===== config.mk =====
export PLATFORM = sky130hd
export DESIGN_NAME = sat_addsub_seq
export DESIGN_NICKNAME = d
export VERILOG_FILES = /design/src/rtl/sat_addsub_seq.sv
export SDC_FILE = /design/constraint.sdc
export NUM_CORES = 1
export LEC_CHECK = 0
export CORE_MARGIN = 2
export CORE_UTILIZATION = 54
export DETAILED_ROUTE_END_ITERATION = 8
export HOLD_SLACK_MARGIN = 0.15
export PLACE_DENSITY = 0.87
export SLEW_MARGIN = 0
export SYNTH_ARGS = -nofsm -noshare
export SYNTH_HDL_FRONTEND = slang
export SYNTH_SLANG_ARGS = --single-unit

===== constraint.sdc =====
create_clock -name clk -period 3.1 [get_ports clk]
set_input_delay 0.62 -clock clk [delete_from_list [all_inputs] [get_ports clk]]
set_output_delay 0.62 -clock clk [all_outputs]
set_load 0.1 [all_outputs]

===== src/rtl/sat_addsub_seq.sv =====
// ----------------------------------------------------------------------------
// sat_addsub_seq
//
// Multi-cycle saturating adder/subtractor. Operands are summed CHUNK bits per
// cycle, then a single saturation cycle clamps the full word (ops 00/01) or
// each LANE-bit lane independently (ops 10/11) to its signed range.
//
// Optional feature macro: SAT_ADDSUB_STICKY_EN
//   When defined, adds clr_sticky / ovf_sticky, a sticky overflow indicator
//   that sets on any done with an overflow (full or any lane).
//
// Ports:
//   clk        in   rising-edge clock
//   rst_n      in   asynchronous active-low reset
//   start      in   operation request, sampled only while idle
//   a, b       in   WIDTH-bit two's complement operands
//   op         in   00 add, 01 sub, 10 packed add, 11 packed sub
//   busy       out  high while an operation is in flight
//   done       out  one-cycle pulse, result/flags valid from this cycle
//   result     out  saturated result, held until the next done
//   N, Z, V    out  negative / zero / raw overflow, full-width ops only
//   clr_sticky in   (optional) clear the sticky overflow bit
//   ovf_sticky out  (optional) sticky overflow bit
// ----------------------------------------------------------------------------
module sat_addsub_seq #(
    parameter int WIDTH = 16,
    parameter int CHUNK = 4,
    parameter int LANE  = 4
) (
    input  logic             clk,
    input  logic             rst_n,
    input  logic             start,
    input  logic [WIDTH-1:0] a,
    input  logic [WIDTH-1:0] b,
    input  logic [1:0]       op,
    output logic             busy,
    output logic             done,
    output logic [WIDTH-1:0] result,
    output logic             N,
    output logic             Z,
    output logic             V
`ifdef SAT_ADDSUB_STICKY_EN
    ,
    input  logic             clr_sticky,
    output logic             ovf_sticky
`endif
);

    localparam int K   = WIDTH / CHUNK;   // RUN cycles per operation
    localparam int CPL = LANE / CHUNK;    // chunks per lane
    localparam int NL  = WIDTH / LANE;    // lanes per word
    localparam int IW  = (K > 1) ? $clog2(K) : 1;

    typedef enum logic [1:0] {S_IDLE, S_RUN, S_SAT} state_t;

    state_t           r_state;
    state_t           w_state_next;

    logic [WIDTH-1:0] r_a;
    logic [WIDTH-1:0] r_b;        // already inverted for subtraction
    logic [WIDTH-1:0] r_sum;
    logic             r_sub;
    logic             r_packed;
    logic             r_carry;
    logic [IW-1:0]    r_idx;
    logic [WIDTH-1:0] r_result;
    logic             r_n;
    logic             r_z;
    logic             r_v;
    logic             r_done;

    logic [K-1:0]     w_lane_start;
    logic [CHUNK-1:0] w_a_ch;
    logic [CHUNK-1:0] w_b_ch;
    logic             w_cin;
    logic [CHUNK:0]   w_chunk_sum;
    logic [NL-1:0]    w_lane_ovf;
    logic [WIDTH-1:0] w_lane_res;
    logic             w_full_ovf;
    logic [WIDTH-1:0] w_full_res;
    logic [WIDTH-1:0] w_sat_result;
    logic             w_any_ovf;

    // Marks chunks that begin a lane; in packed ops the carry chain is cut
    // there and reloaded with the subtract "+1" so lanes stay independent.
    generate
        for (genvar gi = 0; gi < K; gi++) begin : g_lane_start
            assign w_lane_start[gi] = ((gi % CPL) == 0);
        end
    endgenerate

    assign w_a_ch      = r_a[r_idx*CHUNK +: CHUNK];
    assign w_b_ch      = r_b[r_idx*CHUNK +: CHUNK];
    assign w_cin       = (r_packed && w_lane_start[r_idx]) ? r_sub : r_carry;
    assign w_chunk_sum = {1'b0, w_a_ch} + {1'b0, w_b_ch} + {{CHUNK{1'b0}}, w_cin};

    // Per-lane overflow and clamp: operands agree in sign but the sum does not.
    generate
        for (genvar gi = 0; gi < NL; gi++) begin : g_lane_sat
            localparam int MSB = gi*LANE + LANE - 1;
            assign w_lane_ovf[gi] = (r_a[MSB] == r_b[MSB]) && (r_sum[MSB] != r_a[MSB]);
            assign w_lane_res[gi*LANE +: LANE] = w_lane_ovf[gi]
                ? {r_a[MSB], {(LANE-1){~r_a[MSB]}}}
                : r_sum[gi*LANE +: LANE];
        end
    endgenerate

    assign w_full_ovf   = (r_a[WIDTH-1] == r_b[WIDTH-1]) && (r_sum[WIDTH-1] != r_a[WIDTH-1]);
    assign w_full_res   = w_full_ovf ? {r_a[WIDTH-1], {(WIDTH-1){~r_a[WIDTH-1]}}} : r_sum;
    assign w_sat_result = r_packed ? w_lane_res : w_full_res;
    assign w_any_ovf    = r_packed ? (|w_lane_ovf) : w_full_ovf;

    // FSM: state register
    always_ff @(posedge clk or negedge rst_n) begin
        if (!rst_n) begin
            r_state <= S_IDLE;
        end else begin
            r_state <= w_state_next;
        end
    end

    // FSM: next state
    always_comb begin
        w_state_next = r_state;
        case (r_state)
            S_IDLE:  if (start) w_state_next = S_RUN;
            S_RUN:   if (r_idx == IW'(K-1)) w_state_next = S_SAT;
            S_SAT:   w_state_next = S_IDLE;
            default: w_state_next = S_IDLE;
        endcase
    end

    // FSM: outputs
    always_comb begin
        busy   = (r_state != S_IDLE);
        done   = r_done;
        result = r_result;
        N      = r_n;
        Z      = r_z;
        V      = r_v;
    end

    // Datapath
    always_ff @(posedge clk or negedge rst_n) begin
        if (!rst_n) begin
            r_a      <= '0;
            r_b      <= '0;
            r_sum    <= '0;
            r_sub    <= 1'b0;
            r_packed <= 1'b0;
            r_carry  <= 1'b0;
            r_idx    <= '0;
            r_result <= '0;
            r_n      <= 1'b0;
            r_z      <= 1'b0;
            r_v      <= 1'b0;
            r_done   <= 1'b0;
        end else begin
            r_done <= (r_state == S_SAT);
            case (r_state)
                S_IDLE: begin
                    if (start) begin
                        r_a      <= a;
                        r_b      <= b ^ {WIDTH{op[0]}};
                        r_sub    <= op[0];
                        r_packed <= op[1];
                        r_carry  <= op[0];
                        r_idx    <= '0;
                    end
                end
                S_RUN: begin
                    r_sum[r_idx*CHUNK +: CHUNK] <= w_chunk_sum[CHUNK-1:0];
                    r_carry <= w_chunk_sum[CHUNK];
                    r_idx   <= r_idx + 1'b1;
                end
                S_SAT: begin
                    r_result <= w_sat_result;
                    if (!r_packed) begin
                        r_n <= w_sat_result[WIDTH-1];
                        r_z <= (w_sat_result == '0);
                        r_v <= w_full_ovf;
                    end
                end
                default: ;
            endcase
        end
    end

`ifdef SAT_ADDSUB_STICKY_EN
    // Set has priority over clear when both occur in the same cycle.
    always_ff @(posedge clk or negedge rst_n) begin
        if (!rst_n) begin
            ovf_sticky <= 1'b0;
        end else if (r_state == S_SAT && w_any_ovf) begin
            ovf_sticky <= 1'b1;
        end else if (clr_sticky) begin
            ovf_sticky <= 1'b0;
        end
    end
`else
    logic w_unused;
    assign w_unused = w_any_ovf;
`endif

endmodule


==> results.toml, run 1 <==
[die]
die_x_um = 87.8
die_h_um = 87.8
core_mm2 = 0.00679
start_util_pct = 55.9
die_area_mm2 = 0.00772
core.rowCount = 30
pin_count = 58

[final_layout]
fin_nets = 465
final_cells = 518
diodes = 0
syn_to_final_growth_pct = 22.5
fill_cells = 522
final_area_mm2 = 0.00465
drive_gt1_share_pct = 18.7

[sta]
slew_viol_final = 0
tightestPinTransition_ns = 0.810
period_share_pct = 82.4
finalSetupViolCount = 0
max_freq_ghz = 0.391
hold_viol_final = 0
layout_min_cycle_time_ns = 2.56
rsz0062_at_grt = "false"
slew_headroom_pct = 45.2
finClkSkew_ns = 0.00810
setup_tns_ns = 0

[setup_path]
reg2reg_depth = 9
path_class = "flip-flop to flip-flop"
endpoint_kind = "flip-flop"
startpoint_type = "flip-flop"
ff2ff_setup_slack_ns = 0.54
rr_endpoint = "r_carry"
r2r_start = "r_idx[0]"
path_max_fanout = 7
required_ns = 3.34
arrival_ns = 2.79

[logic_synthesis]
synth_area_leaders = "dfrtp_1 49%, mux2_2 6.2%, nand2_1 4.4%"
netlist_instances = 361
syn_area_mm2 = 0.00380
synth_commonest_cells = "75 x dfrtp_1, 45 x nand2_1, 38 x nor2_1"
synth_top_cell_area_share_pct = 49.4
ys_seq_area_share_pct = 49.4
yosys_most_used_dff = "dfrtp_1"
syn_nets = 408
ys_ff_latch = 75
synth_top_cell_by_area = "dfrtp_1"
synthArstFlopShare_pct = 100
synth_edf_count = 0
yosysWarnings = 0
yosysMostFrequentCell = "dfrtp_1"
avgSynthCellArea_um2 = 10.5
synth_cell_type_count = 43

[global_route]
grt_util_met1_pct = 30.0
grt_pass1_vias = 2948
use_met3_pct = 5.18
grt_use_total_pct = 23.7
grt_max_degree = 76
groute.layer.met2.usage_pct = 40.5
grt-busiest-layer = "met2"
antenna_found_initial = 0
grt_pass1_wl_um = 14000
grt_remaining_overflow = 0

[min_path]
hold_class = "input pin to async pin"

[clock_network]
root_buffer = "clkbuf_8"
h-tree-depth = 3
cts_sinks = 75
insertion_delay_ns = 0.35
post_cts.repair.setup_buffers = 0
clk_pin_slew_worst_paths_ns = 0.08
cts_resized = 0
ctsHoldBuffers = 0
cts.path.max_buffers = 2
numCtsBuffers = 9
tritoncts = "done"

[placed_design]
dp_hpwl_um = 6230
place.gp.congestion = 0.922
dp_cells = 503
portBuffers = 57
placed_area_mm2 = 0.00442

[route]
first_iter_violations = 182
avgRoutedWirePerCell_um = 16.1
drtPass1Iterations = 4
drt.antenna.violating_nets = 0
routed-via-count = 2966
routed_wl_um = 8360
drc = 0
avgViaCountPerCell = 5.73

[flow_run]
maxCapViolations = 0

[status]
status = "completed"
how the worst max path moves through the flow:
stage,start,to,cells after the start
floorplan,r_idx[0],r_carry,8
global placement,r_idx[0],r_carry,9
detailed placement,r_idx[0],r_carry,9
CTS,r_idx[0],r_carry,9
finish,r_idx[0],r_carry,9
global route,r_idx[0],r_carry,9
stage by stage:
stage	setup WS (ns)	hold slack, ns	util [%]
after floorplan	0.553	0.324	-
after global placement	0.627	0.464	65.1
after detailed placement	0.537	0.468	65.1
after CTS	0.528	0.306	68.5
after global routing	0.403	0.311	68.5
final	0.544	0.281	68.5
metal layers:
layer,vias up,share of wire [%]
met3,21,5.4
met1,1429,41
met4,0,2.0
met2,125,52
li1,1391,-
met5,-,0
layout by cell type, fill, tap and decap left out, types with 8 or more instances in the layout:
master / netlist / layout
inv_1: 12 / 12
a22o_1: 8 / 8
nor2_1: 38 / 37
clkdlybuf4s50_1: 0 / 35
nand2_1: 45 / 45
clkbuf_8: 0 / 9
o21ai_0: 28 / 28
a21oi_1: 24 / 24
buf_4: 0 / 28
ha_1: 8 / 8
xnor2_1: 18 / 18
dfrtp_1: 75 / 75
mux2_2: 21 / 21
o31ai_1: 12 / 12
layout make-up:
cell class                 count  area [um2]  share of cell area (%)
tap                           96         120                    2.58
multi-input combinational    255        1800                    38.6
timing repair buffer          65         586                    12.6
clock inverter                 6         105                    2.26
sequential                    75        1880                    40.3
clock buffer                   9         124                    2.66
inverter                      12        45.0                   0.968
cells by family (layout without fill, tap and decap cells):
kind of cell               count (synthesis)  in the layout  share of synthesized area [%]
and+or+nand+nor                          102            102                           11.6
muxes                                     32             32                           11.9
adders and majority gates                 12             12                           4.22
AOI/OAI and AO/OA                         91             91                           15.3
DFF                                       75             75                           49.4
buffers and inverters                     31             92                           3.46
xor gates and xnor gates                  18             18                           4.15
state kept, by name, summed over array words and instances, names as in the netlist:
register,count
N,1
V,1
Z,1
done,1
r_a,16
r_b,16
r_carry,1
r_idx,2
r_packed,1
r_state,2
r_sub,1
r_sum,16
result,16
worst max-delay path, cell delays in order (launching register included):
cell     delay (ns)
dfrtp_1        0.57
mux4_2         0.56
inv_1          0.09
fa_1           0.16
inv_1          0.06
fa_1           0.39
a21o_1         0.19
a21oi_1        0.14
a21oi_1        0.09
o22a_1         0.19
Power of run 1 is not shown: default switching activity piles up to over one toggle a cycle in this logic, so the estimate is an artifact.
==> inputs of run 2 (changes only) <==
==> constraint.sdc (replaced) <==
create_clock -name clk -period 2.5 [get_ports clk]
set_input_delay 0.5 -clock clk [delete_from_list [all_inputs] [get_ports clk]]
set_output_delay 0.5 -clock clk [all_outputs]
set_load 0.1 [all_outputs]
==> run 2 against run 1 <==
Compared with the run above:
- sequential share of layout area is essentially flat
- first-iteration DRC count increased by 1.1%
- clock skew decreased by 0.0030 ns
- sequential cell count unchanged
- design area up 0.16%
- non-clock buffer count grew 3
- maximum frequency up 11%
- core utilization increased by 0.11 points
- critical endpoint is now Z
- hold slack got worse by 0.095 ns
- worst setup slack worse by 0.35 ns
==> results.toml, run 2 (synthesis results as in run 1) <==
[clock_network]
cts_resized = 0
cts_sinks = 75
insertion_delay_ns = 0.36
tritoncts = "done"
h-tree-depth = 3
numCtsBuffers = 9
ctsHoldBuffers = 0
post_cts.repair.setup_buffers = 0
root_buffer = "clkbuf_8"
clk_pin_slew_worst_paths_ns = 0.08
cts.path.max_buffers = 2

[die]
die_area_mm2 = 0.00772
start_util_pct = 55.9
die_x_um = 87.8
die_h_um = 87.8
pin_count = 58
core.rowCount = 30
core_mm2 = 0.00679

[sta]
finClkSkew_ns = 0.00508
slew_headroom_pct = 44.5
rsz0062_at_grt = "false"
setup_tns_ns = 0
worst_slack_ns = 0.189
max_freq_ghz = 0.433
period_share_pct = 92.4
layout_min_cycle_time_ns = 2.31
slew_viol_final = 0
tightestPinTransition_ns = 0.822
finalSetupViolCount = 0
hold_viol_final = 0

[route]
routed_wl_um = 8440
avgViaCountPerCell = 5.65
routed-via-count = 2949
drt.antenna.violating_nets = 0
drtPass1Iterations = 4
avgRoutedWirePerCell_um = 16.2
first_iter_violations = 184
drc = 0

[setup_path]
startpoint_type = "flip-flop"
crit_start = "r_a[15]"
endpoint_kind = "flip-flop"
r2r_start = "r_a[15]"
rr_endpoint = "Z"
max_stage_delay_ns = 0.75
path_class = "flip-flop to flip-flop"
critPathSlowestCell = "nor4b_1"
crit_buf_inv = 0
path_delay_family = "simple AND/OR/NAND/NOR gates"
required_ns = 2.74
reg2reg_depth = 6
path_cells = "nor4b_1, a211oi_1, a311oi_1, a2111oi_0, nand2_1, o31ai_2"
arrival_ns = 2.56
path_max_fanout = 7
ff2ff_setup_slack_ns = 0.19
cp_num_cells = 6
endpoint = "Z"

[placed_design]
dp_hpwl_um = 6190
dp_slack_ns = 0.0780
place.gp.congestion = 0.946
portBuffers = 57

[global_route]
antenna_found_initial = 0
grt_pass1_vias = 3019
grt_remaining_overflow = 0
grt_max_degree = 51
grt_pass1_wl_um = 14000
grt_use_total_pct = 24.1

[final_layout]
layout_common_cells = "74 x dfrtp_1, 45 x nand2_1, 37 x nor2_1"
layout_commonest_cell = "dfrtp_1"
multiInputGateArea_mm2 = 0.00180
diodes = 0
syn_to_final_growth_pct = 22.7
drive_gt1_share_pct = 19.7
fill_cells = 510
final_util_pct = 68.6
regArea_mm2 = 0.00188
fin_nets = 468

[min_path]
hold_class = "input pin to async pin"

[flow_run]
maxCapViolations = 0

[status]
status = "completed"
[run 2: layer usage]
metal	part of all wire, %	up-vias	global-route usage, %
met2	51	109	41.5
met5	0	-	0
met4	3.7	0	14.1
met1	41	1415	28.3
li1	-	1396	-
met3	4.7	29	4.15
[run 2: area by class of cell]
type,instances,area share [%]
sequential,75,40.3
multi-input combinational,255,38.6
timing repair buffer,68,13.4
clock buffer,11,3.03
tap,96,2.58
clock inverter,5,1.13
inverter,12,0.967
[run 2: through the flow]
stage | cells | hold slack (ns) | cell area [um2]
detailed placement | 506 | 0.468 | 4460
global placement | 506 | 0.464 | 4460
CTS | 522 | 0.202 | 4650
global route | 522 | 0.252 | 4660
finish | 522 | 0.186 | 4660
floorplan | 361 | 0.204 | 3800
[run 2: how the worst min path moves through the flow]
stage,startpoint,to,slack [ns]
6_report,rst_n,result[14],0.19
5_1_grt,rst_n,result[14],0.25
4_1_cts,rst_n,result[14],0.20
3_5_place_dp,result[4],result[4],0.47
3_3_place_gp,result[8],result[8],0.46
2_1_floorplan,rst_n,N,0.20
Power of run 2 is left out for the same reason.
